==> src/rtl/uart_frame_parser_if.sv <==
// Byte-in / frame-out bundle between the UART receiver, the frame parser and the command block.
// Handshake: rx_done is a level strobe; the slave takes rx_data once per rising edge of rx_done and
// answers with one-cycle pulses (pl_valid, frame_ok, frame_err) that carry no backpressure.
interface uart_frame_parser_if;
  logic [7:0] rx_data;
  logic       rx_done;
  logic       pl_valid;
  logic [7:0] pl_data;
  logic [7:0] pl_index;
  logic [7:0] cmd;
  logic [7:0] len;
  logic       frame_ok;
  logic       frame_err;
  logic [1:0] err_code;
  logic [2:0] frame_state;

  modport master (
    output rx_data, rx_done,
    input  pl_valid, pl_data, pl_index, cmd, len, frame_ok, frame_err, err_code, frame_state
  );

  modport slave (
    input  rx_data, rx_done,
    output pl_valid, pl_data, pl_index, cmd, len, frame_ok, frame_err, err_code, frame_state
  );
endinterface

==> src/rtl/uart_frame_parser.sv <==
// Parses HEADER, CMD, LEN, payload, CHK frames from a UART byte stream and reports each frame
// as good or errored; payload bytes are streamed out with their index as they arrive.
module uart_frame_parser #(
  parameter logic [7:0] HEADER  = 8'hA5,
  parameter int         MAX_LEN = 16,
  parameter int         TIMEOUT = 50000
) (
  input logic           clk,
  input logic           rst,
  uart_frame_parser_if.slave bus
);

  typedef enum logic [2:0] {
    S_IDLE = 3'd0,
    S_CMD  = 3'd1,
    S_LEN  = 3'd2,
    S_DATA = 3'd3,
    S_CHK  = 3'd4
  } state_t;

  localparam int            TW      = $clog2(TIMEOUT);
  localparam logic [TW-1:0] T_LAST  = TW'(TIMEOUT - 1);
  localparam logic [7:0]    MAX_L8  = 8'(MAX_LEN);

  localparam logic [1:0] ERR_CHK = 2'b01;
  localparam logic [1:0] ERR_LEN = 2'b10;
  localparam logic [1:0] ERR_TMO = 2'b11;

  state_t        state;
  logic          rx_done_q;
  logic          accept;
  logic [7:0]    sum;
  logic [7:0]    idx;
  logic [7:0]    cmd_tmp;
  logic [7:0]    len_tmp;
  logic [TW-1:0] timer;

  logic          pl_valid_r;
  logic [7:0]    pl_data_r;
  logic [7:0]    pl_index_r;
  logic [7:0]    cmd_r;
  logic [7:0]    len_r;
  logic          frame_ok_r;
  logic          frame_err_r;
  logic [1:0]    err_code_r;

  // A held rx_done yields exactly one byte: only its rising edge is taken.
  assign accept = bus.rx_done & ~rx_done_q;

  always_ff @(posedge clk or negedge rst) begin
    if (!rst) begin
      state       <= S_IDLE;
      rx_done_q   <= 1'b0;
      sum         <= 8'h00;
      idx         <= 8'h00;
      cmd_tmp     <= 8'h00;
      len_tmp     <= 8'h00;
      timer       <= '0;
      pl_valid_r  <= 1'b0;
      pl_data_r   <= 8'h00;
      pl_index_r  <= 8'h00;
      cmd_r       <= 8'h00;
      len_r       <= 8'h00;
      frame_ok_r  <= 1'b0;
      frame_err_r <= 1'b0;
      err_code_r  <= 2'b00;
    end else begin
      rx_done_q   <= bus.rx_done;
      pl_valid_r  <= 1'b0;
      frame_ok_r  <= 1'b0;
      frame_err_r <= 1'b0;

      if (accept) begin
        timer <= '0;
        case (state)
          S_IDLE: begin
            if (bus.rx_data == HEADER) state <= S_CMD;
          end
          S_CMD: begin
            cmd_tmp <= bus.rx_data;
            sum     <= bus.rx_data;
            state   <= S_LEN;
          end
          S_LEN: begin
            if (bus.rx_data > MAX_L8) begin
              frame_err_r <= 1'b1;
              err_code_r  <= ERR_LEN;
              state       <= S_IDLE;
            end else begin
              len_tmp <= bus.rx_data;
              sum     <= sum + bus.rx_data;
              idx     <= 8'h00;
              state   <= (bus.rx_data == 8'h00) ? S_CHK : S_DATA;
            end
          end
          S_DATA: begin
            pl_valid_r <= 1'b1;
            pl_data_r  <= bus.rx_data;
            pl_index_r <= idx;
            sum        <= sum + bus.rx_data;
            idx        <= idx + 8'h01;
            if (idx == len_tmp - 8'h01) state <= S_CHK;
          end
          S_CHK: begin
            if (bus.rx_data == sum) begin
              frame_ok_r <= 1'b1;
              cmd_r      <= cmd_tmp;
              len_r      <= len_tmp;
            end else begin
              frame_err_r <= 1'b1;
              err_code_r  <= ERR_CHK;
            end
            state <= S_IDLE;
          end
          default: state <= S_IDLE;
        endcase
      end else if (state == S_IDLE) begin
        timer <= '0;
      end else if (timer == T_LAST) begin
        // Inter-byte gap too long: abandon the partial frame.
        timer       <= '0;
        frame_err_r <= 1'b1;
        err_code_r  <= ERR_TMO;
        state       <= S_IDLE;
      end else begin
        timer <= timer + 1'b1;
      end
    end
  end

  assign bus.pl_valid    = pl_valid_r;
  assign bus.pl_data     = pl_data_r;
  assign bus.pl_index    = pl_index_r;
  assign bus.cmd         = cmd_r;
  assign bus.len         = len_r;
  assign bus.frame_ok    = frame_ok_r;
  assign bus.frame_err   = frame_err_r;
  assign bus.err_code    = err_code_r;
  assign bus.frame_state = state;

endmodule
==> src/flat_wrapper.sv <==
// flat-port wrapper written by rule: the top's interface ports become plain ports
module uart_frame_parser_flat 
#(
  parameter logic [7:0] HEADER  = 8'hA5,
  parameter int         MAX_LEN = 16,
  parameter int         TIMEOUT = 50000
)
  (clk, rst, bus_rx_data, bus_rx_done, bus_pl_valid, bus_pl_data, bus_pl_index, bus_cmd, bus_len, bus_frame_ok, bus_frame_err, bus_err_code, bus_frame_state);
  uart_frame_parser_if bus_i ();
  input logic clk;
  input logic rst;
  input wire logic [$bits(bus_i.rx_data)-1:0] bus_rx_data;
  input wire logic [$bits(bus_i.rx_done)-1:0] bus_rx_done;
  output wire logic [$bits(bus_i.pl_valid)-1:0] bus_pl_valid;
  output wire logic [$bits(bus_i.pl_data)-1:0] bus_pl_data;
  output wire logic [$bits(bus_i.pl_index)-1:0] bus_pl_index;
  output wire logic [$bits(bus_i.cmd)-1:0] bus_cmd;
  output wire logic [$bits(bus_i.len)-1:0] bus_len;
  output wire logic [$bits(bus_i.frame_ok)-1:0] bus_frame_ok;
  output wire logic [$bits(bus_i.frame_err)-1:0] bus_frame_err;
  output wire logic [$bits(bus_i.err_code)-1:0] bus_err_code;
  output wire logic [$bits(bus_i.frame_state)-1:0] bus_frame_state;
  assign bus_i.rx_data = bus_rx_data;
  assign bus_i.rx_done = bus_rx_done;
  assign bus_pl_valid = bus_i.pl_valid;
  assign bus_pl_data = bus_i.pl_data;
  assign bus_pl_index = bus_i.pl_index;
  assign bus_cmd = bus_i.cmd;
  assign bus_len = bus_i.len;
  assign bus_frame_ok = bus_i.frame_ok;
  assign bus_frame_err = bus_i.frame_err;
  assign bus_err_code = bus_i.err_code;
  assign bus_frame_state = bus_i.frame_state;
  uart_frame_parser #(.HEADER(HEADER), .MAX_LEN(MAX_LEN), .TIMEOUT(TIMEOUT)) u_core (.clk(clk), .rst(rst), .bus(bus_i));
endmodule
==> config.mk <==
export PLATFORM = sky130hd
export DESIGN_NAME = uart_frame_parser_flat
export DESIGN_NICKNAME = d
export VERILOG_FILES = /design/src/rtl/uart_frame_parser_if.sv /design/src/rtl/uart_frame_parser.sv /design/src/flat_wrapper.sv
export SDC_FILE = /design/constraint.sdc
export NUM_CORES = 1
export LEC_CHECK = 0
export ABC_AREA = 1
export CORE_MARGIN = 2
export CORE_UTILIZATION = 45
export CTS_CLUSTER_DIAMETER = 30
export DETAILED_ROUTE_END_ITERATION = 16
export PLACE_DENSITY = 0.79
export SLEW_MARGIN = 20
export SYNTH_ARGS = -nofsm -noshare
export SYNTH_HDL_FRONTEND = slang
export SYNTH_SLANG_ARGS = --single-unit
export TNS_END_PERCENT = 50
==> constraint.sdc <==
create_clock -name clk -period 2 [get_ports clk]
set_clock_uncertainty 0.15 [all_clocks]
set_input_delay 0.4 -clock clk [delete_from_list [all_inputs] [get_ports clk]]
set_output_delay 0.4 -clock clk [all_outputs]
set_load 0.05 [all_outputs]
==> impl_metrics.yaml, run 1 <==
status:
  status: "finished, final reports clean"
sta:
  fin_crit_sh_pct: 98.4
  worstMarginPinSlew_ns: 0.401
  hold_viol: 0
  setup_viol: 0
  fin_crit_ns: 1.97
  hold_slack_ns: 0.304
  drv_slew: 0
  maxSlewHeadroom_pct: 73.0
  rsz0062_at_grt: "true"
  clock.fmax_ghz: 0.508
  finalSetupTns_ns: 0
yosys:
  synth-async-reset-ratio_pct: 100
  synth_area_leaders: "dfrtp_1 (47%), nand2_1 (13%), o21ai_0 (4.2%)"
  synth_fp_nets: 591
  synthTopCellsByCount: "nand2_1 (160), dfrtp_1 (89), inv_1 (50)"
  yosysWarnings: 0
  synthCells: 569
  synth-edff-count: 0
  ys_ff_latch: 89
  yosysTopAreaCell: "dfrtp_1"
  synth_most_common_cell: "nand2_1"
  synth_seq_area_share_pct: 46.8
  yosysTopAreaCellShare_pct: 46.8
  synth_cell_types: 46
  syn_area_per_cell_um2: 8.36
  syn-cell-area_mm2: 0.00475
  ys.flop_type: "dfrtp_1"
setup_path:
  cp_top_family: "adder cells"
  cp_cell_sequence: "clkdlybuf4s50_1, ha_2, inv_1, fa_2, nor3_1, nand3b_1, xor2_1, o21ai_1, nand2_1"
  worstReg2RegEnd: "u_core.bus.len[7]"
  cp-start-kind: "input pin"
  worst-path-buf-inv: 2
  ff2ff_path_depth: 8
  slowest_stage: "clkdlybuf4s50_1"
  criticalPathCategory: "input pin to register"
  crit_required_ns: 2.12
  arrival_ns: 2.09
  crit_fanout: 3
  worst_path_largest_cell_delay_ns: 0.49
  r2r_setup_slack_ns: 0.09
  r2r_start: "u_core.sum[5]"
  crit_path_end_kind: "register"
clock_network:
  cts_tree: "built"
  cts.sinks: 89
  clk_latency_ns: 0.37
  clockRootBuffer: "clkbuf_8"
  cts_max_path_buffers: 2
  clk_pin_slew_ns: 0.10
  numCtsBuffers: 9
  cts.htree.levels: 3
floorplan:
  die_y_um: 107
  die_x_um: 107
  coreArea_mm2: 0.0103
  start_util_pct: 46.3
  rows: 37
  die_area_mm2: 0.0114
  io_pins: 51
final_layout:
  fin_cells: 805
  diodes: 0
  fillers: 963
  syn_to_final_growth_pct: 24.3
  drive_above_1_share_pct: 26.8
  layout.nets: 686
drt:
  drc: 0
  vias: 4104
  viasPerCell: 5.10
  totalWireLength_um: 10700
  drt_iter0_drc: 194
  antenna_left: 0
  wire_per_inst_um: 13.3
  firstDrtPassIters: 5
power:
  p_per_area_mw_per_mm2: 1110
  leakage_uw: 0.00296
  vdd_drop_max_mv: 0.706
placement:
  place_hpwl_um: 7920
  port_buffers: 50
  gp_congestion: 0.909
  dp_cells: 785
grt:
  antenna_found_initial: 0
  grt-ovfl-total: 0
  first_global_vias: 3937
  grt_pass1_wl_um: 18200
  track_usage_pct: 19.9
  grt_max_degree: 42
worst_hold_path:
  min_path_cells: 3
  hp-class: "input pin to register"
  whs_endpoint: "u_core.sum[3]"
  hold_start: "bus_rx_data[3]"
run:
  maxCapViolCount: 0
[worst reg2reg max path: stages (launching register included)]
cell	delay (ns)
dfrtp_1	0.43
ha_4	0.26
nor4_2	0.24
nand3_1	0.17
nor2_4	0.17
buf_6	0.14
buf_2	0.16
nand2_1	0.06
nand2_1	0.06
[routing by layer]
metal  part of all wire (%)  vias to the layer above  track usage (%)
li1                       -                     2034                -
met1                     45                     1960             26.9
met2                     49                       92             32.9
met3                    4.7                       18             2.80
met4                    1.8                        0             6.77
met5                      0                        -                0
[worst max path at each step]
stage	startpoint	to	cells after the start
finish	bus_rx_data[0]	u_core.sum[6]	9
global route	bus_rx_data[0]	u_core.sum[6]	9
CTS	bus_rx_data[2]	u_core.bus.len[1]	8
detailed placement	bus_rx_data[2]	u_core.bus.len[2]	8
global placement	bus_rx_data[2]	u_core.bus.len[2]	8
floorplan	bus_rx_data[5]	u_core.bus.len[2]	9
[cell families after synthesis]
logic type	count (synthesis)	synth area share (%)
and+or+nand+nor	302	30.9
adders and majority gates	11	3.05
xor gates and xnor gates	11	2.03
AOI/OAI and AO/OA	76	9.55
DFF	89	46.8
buffers and inverters	80	7.61
[final cells by class]
class / instances / area [um^2] / share of cell area, %
inverter: 67 / 256 / 4.34
tap: 136 / 170 / 2.88
clock inverter: 6 / 48.8 / 0.826
timing repair buffer: 97 / 821 / 13.9
multi-input combinational: 400 / 2250 / 38.1
sequential: 89 / 2230 / 37.7
clock buffer: 10 / 138 / 2.33
[metrics by stage]
stage	total power, uW	utilization (%)	setup slack [ns]	area [um^2]
after floorplan	4420	-	0.0857	4750
final	6560	57.5	0.0313	5910
after detailed placement	5270	54.3	-0.475	5590
after global routing	7060	57.5	-0.0246	5910
after global placement	5200	54.3	-0.423	5590
after CTS	6470	56.4	0.00485	5790
[cells in the final DEF, fill, tap and decap left out, types with 5 or more instances in the layout]
cell            count
o21ai_0            39
nand2_2             9
inv_2              14
nor3_2              6
o21ai_1             6
nand2_1           158
o21ai_2            12
nand3_1            29
xor2_1              8
a21oi_1             9
clkbuf_8           10
inv_1              49
buf_4              80
nor2_1             43
nand4_1            15
dlymetal6s2s_1      5
ha_4                5
nor3_1              9
dfrtp_1            89
nor2_4              5
[repair_timing]
item                                   4_1_cts  5_1_grt
pin swaps                                    0        6
setup buffers                                0        3
resized for setup                            3       21
hold buffers                                 1        0
endpoints found under the hold margin       30        0
setup endpoints to repair                   17       43
[report_power, final]
group          internal (uW)  total, uW  switching (uW)
clock                    499       1190             692
sequential              2130       2480             343
combinational           1150       2890            1740
total                   3780       6560            2780
[registers in the layout (all words and copies together), names as in the netlist, 8 cells and up]
register / count
u_core.len_tmp: 8
u_core.bus.len: 8
u_core.bus.pl_index: 8
u_core.timer: 16
u_core.bus.cmd: 8
u_core.bus.pl_data: 8
u_core.sum: 8
u_core.idx: 8
u_core.cmd_tmp: 8
(Power assumes the default switching activity.)
==> run 2, diff against run 1 <==
--- a/config.mk
+++ b/config.mk
@@ -8,7 +8,7 @@
 export ABC_AREA = 1
 export CORE_MARGIN = 2
 export CORE_UTILIZATION = 45
-export CTS_CLUSTER_DIAMETER = 30
+export CTS_CLUSTER_DIAMETER = 200
 export DETAILED_ROUTE_END_ITERATION = 16
 export PLACE_DENSITY = 0.79
 export SLEW_MARGIN = 20
==> results of run 2 <==
Same layout as run 1: the final DEF is identical, and so are final timing and power.
